## src/rtl/alu_muldiv_seq.sv

```systemverilog
// Iterative unsigned MUL/MULHU/DIVU/REMU sequencer driving the shared EX-stage ALU.
// Shift-add multiply and restoring divide, one ALU pass per cycle over 32 cycles.
module alu_muldiv_seq #(
  parameter int unsigned XLEN  = 32,
  parameter int unsigned CNT_W = 5
) (
  input  logic            clk,
  input  logic            rst_n,
  input  logic            start,
  input  logic [1:0]      op,
  input  logic [XLEN-1:0] src_a,
  input  logic [XLEN-1:0] src_b,
  input  logic            kill,
  output logic            busy,
  output logic            done,
  output logic [XLEN-1:0] result,
  output logic [XLEN-1:0] alu_a,
  output logic [XLEN-1:0] alu_b,
  output logic [3:0]      alu_code,
  input  logic [XLEN-1:0] alu_result
);

  typedef enum logic [1:0] {S_IDLE, S_CALC, S_DONE} state_e;

  state_e            state_q, state_d;
  logic [1:0]        op_q, op_d;
  logic [CNT_W-1:0]  cnt_q, cnt_d;
  // acc holds hi (multiply) or rem (divide); sft holds lo or quo; opnd holds mcand or dvsr
  logic [XLEN-1:0]   acc_q, acc_d;
  logic [XLEN-1:0]   sft_q, sft_d;
  logic [XLEN-1:0]   opnd_q, opnd_d;
  logic [XLEN-1:0]   result_q, result_d;
  logic              busy_q, busy_d;
  logic              done_q, done_d;

  logic              carry;
  logic              ge;
  logic [XLEN-1:0]   sh;
  logic [XLEN-1:0]   acc_nxt;
  logic [XLEN-1:0]   sft_nxt;

  always_comb begin
    carry   = 1'b0;
    ge      = 1'b0;
    sh      = {acc_q[XLEN-2:0], sft_q[XLEN-1]};
    acc_nxt = acc_q;
    sft_nxt = sft_q;
    if (!op_q[1]) begin
      carry = (alu_result < acc_q);
      if (sft_q[0]) begin
        acc_nxt = {carry, alu_result[XLEN-1:1]};
        sft_nxt = {alu_result[0], sft_q[XLEN-1:1]};
      end else begin
        acc_nxt = {1'b0, acc_q[XLEN-1:1]};
        sft_nxt = {acc_q[0], sft_q[XLEN-1:1]};
      end
    end else begin
      // a set rem MSB means the 33-bit shifted remainder always exceeds dvsr
      ge = acc_q[XLEN-1] | (sh >= opnd_q);
      if (ge) begin
        acc_nxt = alu_result;
        sft_nxt = {sft_q[XLEN-2:0], 1'b1};
      end else begin
        acc_nxt = sh;
        sft_nxt = {sft_q[XLEN-2:0], 1'b0};
      end
    end
  end

  always_comb begin
    alu_a    = '0;
    alu_b    = '0;
    alu_code = 4'b0000;
    if (state_q == S_CALC) begin
      alu_b = opnd_q;
      if (!op_q[1]) begin
        alu_a    = acc_q;
        alu_code = 4'b0000;
      end else begin
        alu_a    = sh;
        alu_code = 4'b0001;
      end
    end
  end

  always_comb begin
    state_d  = state_q;
    op_d     = op_q;
    cnt_d    = cnt_q;
    acc_d    = acc_q;
    sft_d    = sft_q;
    opnd_d   = opnd_q;
    result_d = result_q;
    unique case (state_q)
      S_IDLE: begin
        if (start && !kill) begin
          op_d   = op;
          cnt_d  = '0;
          acc_d  = '0;
          sft_d  = op[1] ? src_a : src_b;
          opnd_d = op[1] ? src_b : src_a;
          if (op[1] && (src_b == '0)) begin
            state_d  = S_DONE;
            result_d = op[0] ? src_a : '1;
          end else begin
            state_d = S_CALC;
          end
        end
      end
      S_CALC: begin
        if (kill) begin
          state_d = S_IDLE;
        end else begin
          acc_d = acc_nxt;
          sft_d = sft_nxt;
          cnt_d = cnt_q + CNT_W'(1);
          if (cnt_q == '1) begin
            state_d  = S_DONE;
            result_d = op_q[0] ? acc_nxt : sft_nxt;
          end
        end
      end
      S_DONE: state_d = S_IDLE;
      default: state_d = S_IDLE;
    endcase
    busy_d = (state_d != S_IDLE);
    done_d = (state_d == S_DONE);
  end

  always_ff @(posedge clk or negedge rst_n) begin
    if (!rst_n) begin
      state_q  <= S_IDLE;
      op_q     <= '0;
      cnt_q    <= '0;
      acc_q    <= '0;
      sft_q    <= '0;
      opnd_q   <= '0;
      result_q <= '0;
      busy_q   <= 1'b0;
      done_q   <= 1'b0;
    end else begin
      state_q  <= state_d;
      op_q     <= op_d;
      cnt_q    <= cnt_d;
      acc_q    <= acc_d;
      sft_q    <= sft_d;
      opnd_q   <= opnd_d;
      result_q <= result_d;
      busy_q   <= busy_d;
      done_q   <= done_d;
    end
  end

  assign busy   = busy_q;
  assign done   = done_q;
  assign result = result_q;

endmodule
```

## config.mk

```make
export PLATFORM = sky130hd
export DESIGN_NAME = alu_muldiv_seq
export DESIGN_NICKNAME = d
export VERILOG_FILES = /design/src/rtl/alu_muldiv_seq.sv
export SDC_FILE = /design/constraint.sdc
export NUM_CORES = 1
export LEC_CHECK = 0
export ABC_AREA = 1
export BUFFER_PORTS_ARGS = -buffer_cell sky130_fd_sc_hd__buf_4
export CAP_MARGIN = 20
export CORE_MARGIN = 3
export CORE_UTILIZATION = 41
export CTS_BUF_LIST = sky130_fd_sc_hd__clkbuf_4
export DETAILED_ROUTE_END_ITERATION = 10
export PLACE_DENSITY_LB_ADDON = 0.08
export SLEW_MARGIN = 30
export SYNTH_ARGS = -nofsm -noshare
export SYNTH_HDL_FRONTEND = slang
export SYNTH_SLANG_ARGS = --single-unit
```

## constraint.sdc

```tcl
create_clock -name clk -period 2.4 [get_ports clk]
set_input_delay 0 -clock clk [delete_from_list [all_inputs] [get_ports clk]]
set_output_delay 0 -clock clk [all_outputs]
set_load 0.005 [all_outputs]
```

Yosys cells after proc, flatten, opt, wreduce, memory -nomap -nowiden
Index checks and enable logic that the tools add are counted.
Widths: inputs -> output; s select.
Storage, ports and cells
  output and inout port bits: 102
  bits in registers: 139
Cells by class
  equality and inequality tests: 7
  reduce and logical (&&, ||, !) cells: 10
  bitwise gates (word level): 1
  order comparisons: 2
  muxes and demuxes: 34
  add/subtract/negate cells: 1
Operators with widths (count)
  $mux 32: 20
  $pmux 32 s2: 3
  $ge 32x32->1: 1
  $logic_not 32->1: 1
  $lt 32x32->1: 1
  $mux 5: 2
  $pmux 5 s2: 1
  $mux 2: 4
  $ne 2x2->1 const B: 3
  $add 5x1->5 const B: 1
  $eq 5x5->1 const B: 1
  $reduce_and 5->1: 1
  $pmux 2 s2: 1
  $reduce_bool 2->1: 2
  $mux 1: 3
  $reduce_and 3->1: 1
  $eq 2x1->1 const B: 1
  $eq 2x2->1 const B: 1
  $logic_and 1x1->1: 2
  $logic_not 2->1: 1
  $ne 2x1->1 const B: 1
  $reduce_and 2->1: 1
  $logic_not 1->1: 1
  $or 1x1->1: 1

Longest topological paths before layout
  depth in word-level cells: 8
  mapped depth: 19
  depth with buffers taken out: 18

Worst setup path after synthesis
No wires, ideal clock.
  path kind: reg-to-reg
  start point: reg acc_q[30]
  end point: reg result_q[10], in the netlist result[10]
  arrival time: 1.849 ns
  cell stages (with the launch flop): 12
  clock period less this slack: 1.926 ns
  buffers on the path: 1
  setup time: 0.077 ns
  required time: 2.323 ns
  setup slack: 0.474 ns
  path through: dfrtp_1 -> ha_1 -> a211o_1 -> nand3b_4 -> nor2_4 -> nand2_2 -> buf_6 -> nand2_1 -> nand3_1 -> nand3_1 -> nand2_1 -> a21oi_1
Between the ends
  longest elaborated chain between the ends: 8
Ends and longest elaborated chain
  from (decl): line 29  | logic [XLEN-1:0] acc_q, acc_d;
  from (signal assigned): line 135  | acc_q <= '0;
  from (signal assigned): line 145  | acc_q <= acc_d;
  $ge 32x32->1: line 59  | ge = acc_q[XLEN-1] | (sh >= opnd_q);
  $or 1x1->1: line 59
  $mux 32: line 60  | if (ge) begin
  $mux 32: line 48  | if (!op_q[1]) begin
  $mux 32: line 119  | result_d = op_q[0] ? acc_nxt : sft_nxt;
  $mux 32: line 117  | if (cnt_q == '1) begin
  $mux 32: line 111  | if (kill) begin
  $pmux 32 s2: line 94  | unique case (state_q)
  to (signal assigned): line 148  | result_q <= result_d;
  to (decl): line 32  | logic [XLEN-1:0] result_q, result_d;
Every way passes these cells. The select of a mux whose other input is x is not followed.
A chain may end at the register's enable or synchronous reset.

Final worst setup path
  start point: reg acc_q[26]
  end point: reg result_q[15], in the netlist result[15]
Same word-level chain as after synthesis.

==> implementation parameters <==
Parameter                              Value

Synth
  Post-synthesis average cell area ... roughly 6.7 um2
  Yosys Warn Count ... 0
  Area share of the leading cell type in the synthesized netlist ... 32.9%
  Prevailing post-synth register cell ... sky130_fd_sc_hd__dfrtp_1
  Number of different library cells in the post-synthesis netlist ... 34
  Number of enable-type register cells in the synthesized netlist ... 0
  Biggest area consumer among synthesized cells ... sky130_fd_sc_hd__dfrtp_1
  Register area share after synthesis ... about a third
  Number of standard cells after synthesis ... between 1500 and 2000
  Number of register bits inferred by synthesis ... between 100 and 150
  Biggest area contributors in the synthesized netlist ... sky130_fd_sc_hd__dfrtp_1, sky130_fd_sc_hd__nand2_1, sky130_fd_sc_hd__o21ai_0, sky130_fd_sc_hd__ha_1, sky130_fd_sc_hd__a21oi_1
  Netlist area before placement ... between 10000 and 15000 um2
  Async set-or-reset flop fraction in the synthesized netlist ... 100%

CTS
  TritonCTS clock tree ... done
  CTS H-tree lvls ... 4
  Buffer cell driving the clock tree root ... sky130_fd_sc_hd__clkbuf_4
  TritonCTS buffer count ... 17
  Maximum buffer depth of the clock tree ... 2
  Sink Count ... roughly 140
  Clock input transition at the sequential cells of the worst setup and hold paths ... around 140 ps
  Clock network latency to the later pin of the worst-skew pair ... 570 ps

Placement
  Post-DP HPWL ... approximately 30000 um
  Input/output buffers ... 200
  Post-DP Area ... 12600 um2
  Final weighted congestion in routability-driven placement ... between 0.9 and 1

Floorplan
  Overall die area ... ~28000 um2
  Total core area ... roughly 25000 um2
  Total number of placement rows ... 58
  I/O Pins ... 204
  Y dimension of the die ... between 150 and 200 um
  Initial standard-cell utilization of the core ... a little over two fifths
  X dimension of the die ... 167 um

Pwr
  Switching fraction of total power ... 45.6%
  Switching power summed over all nets ... 5.19 mW
  Internal power ... 6.18 mW
  Power share of the combinational group ... 56.5%
  Total power per unit cell area ... just under 800 nW/um2
  Total leakage power ... roughly 7.3 nW
  Worst IR drop on VDD ... between 0.4 and 0.5 mV
  Clk network pwr share ... between 10% and 20%
  Total design power ... 11.4 mW
  Sequential power share ... 28.3%

Timing
  Final Slew Violations ... 0
  Setup Skew ... roughly 29 ps
  Final worst path period share ... 95.6%
  Final hold viol count ... 0
  Maximum frequency from static timing analysis ... 0.436 GHz
  Number of endpoints failing setup at the final stage ... 0
  Max_slew headroom ... a little over two fifths
  Transition at the pin with the smallest max-transition slack ... between 800 and 900 ps
  Shortest clock period the worst path allows after layout ... ~2300 ps

Setup path
  FF-to-FF Start ... acc_q[26]
  Start point of the critical path ... acc_q[26]
  Max FO, Critical Path ... 23
  Critical Setup Path Class ... register to register
  CP endpoint kind ... register
  Arrival time at the worst endpoint ... 2740 ps
  Required time at the endpoint of the critical path ... about 2800 ps
  Crit start category ... register

Min path
  Worst Hold Launch ... kill
  Class of the worst hold path ... input port to register

GRT
  Leftover overflow at the end of global routing ... 0
  Global-route wire length before repair ... approximately 67000 um
  Initial antenna violation count ... 2
  Number of global-route vias before repair ... 12000
  Overall global routing resource usage ... between 30% and 40%
  Maximum number of pins on one net before global-route repair ... approximately 110

Detailed routing
  Routed wire length ... about 43000 um
  Wirelength per Cell ... 19.2 um
  First drt pass iteration count ... 6
  Detailed-route via count ... ~12000
  Number of remaining DRC errors ... 0
  ANT nets after route ... 0
  Vias/cell ... 5.52
  Count of routing violations after the opening detailed-route iteration ... roughly 950

Layout
  Nets@finish ... between 2000 and 2500
  Layout Area Growth over Synthesis ... 38.5%
  Ratio of cells with drive above 1 in the final layout ... 18.6%
  Utilization of the core after routing ... 57.9%
  Fin area ... 14600 um2

Outcome
  Result of the run ... finished clean

Run
  Number of violations of the max-capacitance limit ... 0
==> critical path: stages (launching register included) <==
cell	delay, ps
sky130_fd_sc_hd__dfrtp_1	430
sky130_fd_sc_hd__ha_1	330
sky130_fd_sc_hd__a21oi_2	140
sky130_fd_sc_hd__o21ai_1	90
sky130_fd_sc_hd__nand2_1	120
sky130_fd_sc_hd__nand3b_4	100
sky130_fd_sc_hd__nor2_4	230
sky130_fd_sc_hd__buf_12	220
sky130_fd_sc_hd__nand3_1	100
sky130_fd_sc_hd__nand3_1	110
sky130_fd_sc_hd__nand3_1	140
sky130_fd_sc_hd__nand2_1	90
sky130_fd_sc_hd__a21oi_1	60
==> stage by stage <==
stage | setup WS, ps | setup TNS (ps) | cells | hold WS, ps
floorplan | 474 | 0 | 1583 | -296
global placement | 105 | 0 | 2063 | 42.3
detailed placement | 94.9 | 0 | 2063 | 45.8
CTS | 52.9 | 0 | 2235 | 278
global route | -13.5 | -19.4 | 2246 | 320
finish | 106 | 0 | 2246 | 320
==> cell usage in the layout, fill, tap and decap left out, types with 3 or more instances in the layout <==
cell type	Yosys	layout
sky130_fd_sc_hd__nor2_1	106	102
sky130_fd_sc_hd__o21ai_0	221	220
sky130_fd_sc_hd__ha_1	65	63
sky130_fd_sc_hd__inv_2	4	6
sky130_fd_sc_hd__dfrtp_1	139	138
sky130_fd_sc_hd__o211ai_1	68	68
sky130_fd_sc_hd__nand2_1	356	352
sky130_fd_sc_hd__buf_4	3	254
sky130_fd_sc_hd__dlygate4sd3_1	0	140
sky130_fd_sc_hd__buf_6	3	5
sky130_fd_sc_hd__a21oi_1	161	156
sky130_fd_sc_hd__inv_1	195	191
sky130_fd_sc_hd__o21ai_1	2	3
sky130_fd_sc_hd__nor2_4	3	5
sky130_fd_sc_hd__nand2_2	2	4
sky130_fd_sc_hd__clkbuf_4	0	21
sky130_fd_sc_hd__bufinv_16	0	3
sky130_fd_sc_hd__clkinv_4	0	3
sky130_fd_sc_hd__a31oi_1	15	15
sky130_fd_sc_hd__clkinv_2	0	4
sky130_fd_sc_hd__nand4_1	6	6
sky130_fd_sc_hd__nand3_1	102	80
sky130_fd_sc_hd__nor4_1	9	9
sky130_fd_sc_hd__buf_12	0	11
sky130_fd_sc_hd__nand3_2	0	22
sky130_fd_sc_hd__a21oi_2	0	5
sky130_fd_sc_hd__conb_1	1	3
==> layout make-up <==
cell class,count,area [um2]
timing repair buffer,411,3610
clock inverter,11,146
clock buffer,21,158
sequential,139,3480
tap,330,413
multi-input combinational,1134,6070
fill,2476,10600
inverter,199,748
antenna,1,2.50
==> logic make-up after synthesis <==
kind of cell    synth area share, %
buf+inv                        11.6
fa+ha+maj                      7.70
mux                          0.0948
flops                          32.9
other cells                  0.0355
compound gates                 24.6
simple gates                   23.0
==> metal layers <==
metal | up-vias | GRT usage, % | part of all wire, % | wire length, um
li1 | 5890 | - | - | -
met1 | 5840 | 38.2 | 41 | 17500
met2 | 578 | 51.7 | 49 | 21000
met3 | 83 | 4.44 | 7.5 | 3240
met4 | 2 | 11.7 | 3.4 | 1460
met5 | - | 0 | 0.016 | 7
==> path summary, 6_finish.rpt <==
check,end,slack [ps],cells after the start
setup / recovery,result[15],110,12
hold / removal,cnt_q[0],320,5
setup reg to reg,result[15],110,12
hold reg to reg,cnt_q[0],530,1
max in group asynchronous,acc_q[20],840,4
min in group asynchronous,acc_q[5],530,3
==> state kept, by name, indices dropped and copies added (netlist names) <==
| signal | flops |
|---|---|
| busy | 1 |
| state_q | 2 |
| done | 1 |
| opnd_q | 32 |
| acc_q | 32 |
| result | 32 |
| op_q | 2 |
| sft_q | 32 |
| cnt_q | 5 |
==> timing repair <==
action | in CTS | in global routing
gates resized for setup | 0 | 48
endpoints found under the hold margin | 275 | 0
hold buffers | 140 | 0
buffers inserted | 0 | 8
endpoints found under the setup margin | 0 | 66
==> power by group through the flow <==
stage	sequential [mW]	combinational, mW	clock (mW)
floorplan	3.11	3.68	0
global placement	3.26	5.57	0
detailed placement	3.26	5.63	0
CTS	3.22	5.84	1.75
global route	3.27	7.12	1.85
finish	3.21	6.42	1.73
==> cells in the mapped netlist, drive strengths merged, types with 2 or more instances <==
cell / number
nor3b: 2
nand3: 102
a21oi: 161
a31oi: 15
nor2: 109
nor4: 9
nand4: 6
ha: 65
o21ai: 223
clkbuf: 76
a21o: 2
nand2: 358
buf: 35
a22o: 2
o211ai: 68
dfrtp: 139
inv: 199
o21a: 2
No activity file was read; power rests on OpenSTA's default activity.
